[src/rtl/approach_a_to_b.sv]
`default_nettype none
// ============================================================================
// Module   : approach_a_to_b
// Purpose  : Moves a working value A toward a target B. A is raised in coarse
//            steps while it is below B, then lowered in fine steps while it
//            is above B, finishing with A <= B. The number of steps taken is
//            counted, with flags for "fine step applied" and "coarse step
//            saturated at the top of the range".
// Ports    : clk_i      - single clock, rising edge
//            reset_n_i  - synchronous, active-low reset
//            start_i    - begin an adjustment (looked at only in INI)
//            ack_i      - release the result (looked at only in DONE)
//            ain_i      - initial A value, unsigned W bits
//            bin_i      - target B value, unsigned W bits
//            a_o        - working / result register
//            count_o    - arithmetic steps performed (saturating)
//            flag_o     - at least one fine step was applied
//            ovf_o      - a coarse step saturated at 2^W-1
//            qi_o/qc_o/qf_o/qd_o - one-hot state: INI, COARSE, FINE, DONE
// Revision : 1.0 - initial release
// ============================================================================
module approach_a_to_b #(
  parameter int unsigned W      = 12,
  parameter int unsigned COARSE = 100,
  parameter int unsigned FINE   = 10,
  parameter int unsigned CW     = 8
) (
  input  logic          clk_i,
  input  logic          reset_n_i,
  input  logic          start_i,
  input  logic          ack_i,
  input  logic [W-1:0]  ain_i,
  input  logic [W-1:0]  bin_i,
  output logic [W-1:0]  a_o,
  output logic [CW-1:0] count_o,
  output logic          flag_o,
  output logic          ovf_o,
  output logic          qi_o,
  output logic          qc_o,
  output logic          qf_o,
  output logic          qd_o
);

  // One-hot encoding: bit positions map directly onto the Q outputs.
  typedef enum logic [3:0] {
    S_INI    = 4'b0001,
    S_COARSE = 4'b0010,
    S_FINE   = 4'b0100,
    S_DONE   = 4'b1000
  } state_t;

  localparam logic [W:0]    c_coarse_ext = (W+1)'(COARSE);
  localparam logic [W:0]    c_amax_ext   = {1'b0, {W{1'b1}}};
  localparam logic [W-1:0]  c_amax       = {W{1'b1}};
  localparam logic [W-1:0]  c_fine       = W'(FINE);
  localparam logic [CW-1:0] c_count_max  = {CW{1'b1}};
  localparam logic [CW-1:0] c_count_one  = CW'(1);

  state_t        state_q;
  logic [W-1:0]  a_q;
  logic [W-1:0]  b_q;
  logic [CW-1:0] count_q;
  logic          flag_q;
  logic          ovf_q;

  logic [W:0]    coarse_sum_d;
  logic [W-1:0]  fine_a_d;
  logic [CW-1:0] count_d;

  // Coarse sum carries one extra bit so overflow past 2^W-1 is visible.
  assign coarse_sum_d = {1'b0, a_q} + c_coarse_ext;

  // Fine step clamps at zero instead of wrapping when A < FINE.
  assign fine_a_d = (a_q >= c_fine) ? (a_q - c_fine) : '0;

  // Step counter sticks at its maximum.
  assign count_d = (count_q == c_count_max) ? count_q : (count_q + c_count_one);

  always_ff @(posedge clk_i) begin
    if (!reset_n_i) begin
      state_q <= S_INI;
      a_q     <= '0;
      b_q     <= '0;
      count_q <= '0;
      flag_q  <= 1'b0;
      ovf_q   <= 1'b0;
    end else begin
      case (state_q)
        S_INI: begin
          // Operands are captured every cycle so the last value before
          // Start is the one used; later changes are ignored.
          a_q     <= ain_i;
          b_q     <= bin_i;
          count_q <= '0;
          flag_q  <= 1'b0;
          ovf_q   <= 1'b0;
          if (start_i) begin
            state_q <= S_COARSE;
          end
        end

        S_COARSE: begin
          if (a_q == b_q) begin
            state_q <= S_DONE;
          end else if (a_q > b_q) begin
            state_q <= S_FINE;
          end else begin
            count_q <= count_d;
            if (coarse_sum_d > c_amax_ext) begin
              a_q     <= c_amax;
              ovf_q   <= 1'b1;
              state_q <= S_FINE;
            end else begin
              a_q <= coarse_sum_d[W-1:0];
            end
          end
        end

        S_FINE: begin
          if (a_q <= b_q) begin
            state_q <= S_DONE;
          end else begin
            a_q     <= fine_a_d;
            flag_q  <= 1'b1;
            count_q <= count_d;
          end
        end

        S_DONE: begin
          if (ack_i) begin
            state_q <= S_INI;
          end
        end

        default: begin
          state_q <= S_INI;
        end
      endcase
    end
  end

  assign a_o     = a_q;
  assign count_o = count_q;
  assign flag_o  = flag_q;
  assign ovf_o   = ovf_q;
  assign qi_o    = state_q[0];
  assign qc_o    = state_q[1];
  assign qf_o    = state_q[2];
  assign qd_o    = state_q[3];

endmodule
`default_nettype wire

[config.mk]
export PLATFORM = sky130hd
export DESIGN_NAME = approach_a_to_b
export DESIGN_NICKNAME = d
export VERILOG_FILES = /design/src/rtl/approach_a_to_b.sv
export SDC_FILE = /design/constraint.sdc
export NUM_CORES = 1
export LEC_CHECK = 0
export ABC_AREA = 1
export CAP_MARGIN = 10
export CORE_MARGIN = 2
export CORE_UTILIZATION = 40
export CTS_CLUSTER_DIAMETER = 100
export CTS_CLUSTER_SIZE = 25
export DETAILED_ROUTE_END_ITERATION = 8
export PLACE_DENSITY = 0.68
export SLEW_MARGIN = 20
export SYNTH_ARGS = -nofsm -noshare
export SYNTH_HDL_FRONTEND = slang
export SYNTH_SLANG_ARGS = --single-unit
export TNS_END_PERCENT = 5
[constraint.sdc]
create_clock -name clk_i -period 1.77 [get_ports clk_i]
set_input_delay 0.177 -clock clk_i [delete_from_list [all_inputs] [get_ports clk_i]]
set_output_delay 0.177 -clock clk_i [all_outputs]
set_load 0.01 [all_outputs]
==> flow_summary.toml <==
[placed_design]
dpl.hpwl_um = 6230
dp_cells = 587
place_area_mm2 = 0.00374
port_buffers = 53
gp_congestion = 0.914

[global_routing]
grt_pass1_wl_um = 13600
grtUsageMet2_pct = 42.4
use_met3_pct = 2.85
track_usage_pct = 23.3
grt_max_degree = 27
grt_busiest_layer = "met2"
use_met1_pct = 28.5
antenna_found_initial = 0
overflow = 0
grt_pass1_vias = 3036

[routing]
drc = 0
ant_nets = 0
drt_iter0_markers = 166
drt_pass1_iterations = 5
dr_total_vias = 3023
vias_per_cell = 5.02
routed_wl_um = 8080
wl_per_cell_um = 13.4

[flow_run]
drv_cap = 0

[cells_and_area]
n_fill_cell = 581
final_area_mm2 = 0.00403
syn2layout_area_growth_pct = 55.2
drive_above_1_share_pct = 26.7
fin_cells = 602
fin_nets = 569
utilization_pct = 63.8
antenna-diode-count = 0

[timing]
finClkSkew_ns = 0.00734
worst_pin_slew_ns = 0.404
relSlewSlack_pct = 73.0
finalSetupViolCount = 25
finalCritPeriodShare_pct = 112
rsz0062_at_grt = "true"
setup_ws_ns = -0.216
slew_viol_final = 0
finalWorstPathRequiredPeriod_ns = 1.99
max_freq_mhz = 503
final-hold-violation-count = 0

[floorplanning]
die_y_um = 84.6
die_x_um = 84.6
io_pins = 54
core_mm2 = 0.00631
initial_core_util_pct = 41.1
num_rows = 29
die-area_mm2 = 0.00715

[synthesis]
ys_ff_latch = 38
synth_area_leaders = "dfxtp_1 (29%), nand2_1 (13%), ha_1 (8.2%)"
synth_area_mm2 = 0.00260
synth.most_common_cell = "nand2_1"
ys_types = 32
yosys-top-cells-count = "nand2_1 (89), inv_1 (55), nor2_1 (46), a21oi_1 (39), dfxtp_1 (38)"
synth_edf_count = 0
syn_nets = 445
yosysTopAreaCell = "dfxtp_1"
ys_async_sr_fraction_pct = 0
ys.flop_type = "dfxtp_1"
postSynthAreaPerCell_um2 = 6.49
synth_top_area_share_pct = 29.3
seq_area_frac_synth_pct = 29.3
ys_warn_count = 0
synthCells = 400

[run_status]
violations = "setup timing"
status = "complete, but fails checks"

[worst_setup_path]
critPathBufInv = 3
crit_path_end_kind = "flip-flop"
worst_path_max_delay_cell = "dfxtp_2"
slowest_delay_ns = 0.33
path_depth = 13
startpoint = "b_q[7]"
endpoint = "count_o[1]"
r2r-start = "b_q[7]"
cpLargestDelayFamily = "simple AND/OR/NAND/NOR gates"
cp_cell_sequence = "inv_2 -> ha_4 -> nand4_1 -> nor2_2 -> nand2_2 -> nand2_1 -> inv_1 -> nand2_1 -> nand2_2 -> a21oi_4 -> buf_6 -> nand3b_1 -> a21oi_1"
critical_path_class = "flip-flop to flip-flop"
r2r_slack_ns = -0.22
ff2ff_path_depth = 13
reg2reg_to = "count_o[1]"
cp_max_fo = 8
start_kind = "flip-flop"
cp.arrival_ns = 2.21
crit_required_ns = 1.99

[clock_network]
cts_buffers = 5
ctsRootBufferMaster = "clkbuf_8"
clkTransAtPathRegs_ns = 0.08
htreeDepth = 2
hold_buffers = 0
clock_latency_ns = 0.29
cts_sinks = 38
clockBufferDepth = 2
tritoncts = "yes"

[worst_hold_path]
hp-class = "flip-flop to flip-flop"
hold_depth = 2

[power]
powerDensity_mw_per_mm2 = 1690
peakVddDrop_v = 0.00105
leakage_nw = 1.84
-- power by group --
| part | switching (W) | internal, W | leakage [nW] | total (W) |
|---|---|---|---|---|
| logic | 0.00253 | 0.00222 | 1.47 | 0.00475 |
| clock network | 0.000314 | 0.000313 | 0.0472 | 0.000627 |
| registers | 0.000230 | 0.00120 | 0.319 | 0.00143 |
-- worst min path at each step --
stage | slack [ns] | end | start
after floorplan | 0.31 | b_q[0] | bin_i[0]
after global placement | 0.46 | flag_o | flag_o
after detailed placement | 0.46 | ovf_o | ovf_o
after CTS | 0.47 | ovf_o | ovf_o
after global routing | 0.49 | ovf_o | ovf_o
final | 0.47 | ovf_o | ovf_o
-- registers in the layout, indices dropped and copies added (netlist names) --
register  flops
a_o          12
b_q          12
count_o       8
flag_o        1
ovf_o         1
state_q       4
-- cell usage in the layout (no fill, tap or decap), types with 9 or more instances in the layout --
master and count:
nand2_1 83, buf_4 70, clkdlybuf4s50_1 53, inv_1 46, nor2_1 44, a21oi_1 37
nand3_1 24, o21ai_0 22, dfxtp_1 21, dfxtp_2 14, inv_2 10, nand4_1 10
ha_1 9
-- worst reg2reg max path, cell delays in order, from the launching register on --
cell,delay (ns)
dfxtp_2,0.33
inv_2,0.05
ha_4,0.27
nand4_1,0.14
nor2_2,0.20
nand2_2,0.10
nand2_1,0.07
inv_1,0.05
nand2_1,0.07
nand2_2,0.08
a21oi_4,0.20
buf_6,0.17
nand3b_1,0.08
a21oi_1,0.14
-- metrics by stage --
step | power, W | hold WS [ns] | setup WS (ns) | TNS (ns)
6_report | 0.00681 | 0.466 | -0.216 | -3.98
3_3_place_gp | 0.00557 | 0.461 | -0.219 | -2.97
5_1_grt | 0.00745 | 0.487 | -0.374 | -7.67
2_1_floorplan | 0.00378 | 0.312 | -0.00563 | -0.0312
4_1_cts | 0.00670 | 0.466 | -0.172 | -2.82
3_5_place_dp | 0.00566 | 0.461 | -0.265 | -4.26
-- final cells by class --
cell class	count	area, um^2	area share (%)
Clock buffer	6	82.6	2.05
Clock inverter	2	12.5	0.310
Inverter	57	214	5.31
Multi-Input combinational cell	297	1760	43.6
Sequential cell	38	790	19.6
Tap cell	77	96.3	2.39
Timing Repair Buffer	125	1080	26.8
-- cells by family (layout without fill, tap and decap cells) --
logic type / count (synthesis) / in the layout / share of synthesized area [%]
AO/OA/AOI/OAI: 82 / 82 / 17.3
XOR/XNOR: 11 / 11 / 3.71
adder cells (fa/ha/maj): 17 / 17 / 8.19
buffers and inverters: 65 / 190 / 10.0
flip-flops: 38 / 38 / 29.3
AND/OR/NAND/NOR: 187 / 187 / 31.5
-- what timing repair did --
item	CTS	global route
setup endpoints to repair	25	26
resized for setup	42	8
pin swaps	20	11
setup buffers	6	1
-- metal layers --
layer  share of wire (%)  up-vias
met4                 2.4        0
met2                  51       86
met5                   0        -
li1                    -     1553
met3                 4.4       20
met1                  42     1364
Note: power is estimated with default switching activity, not from simulation.
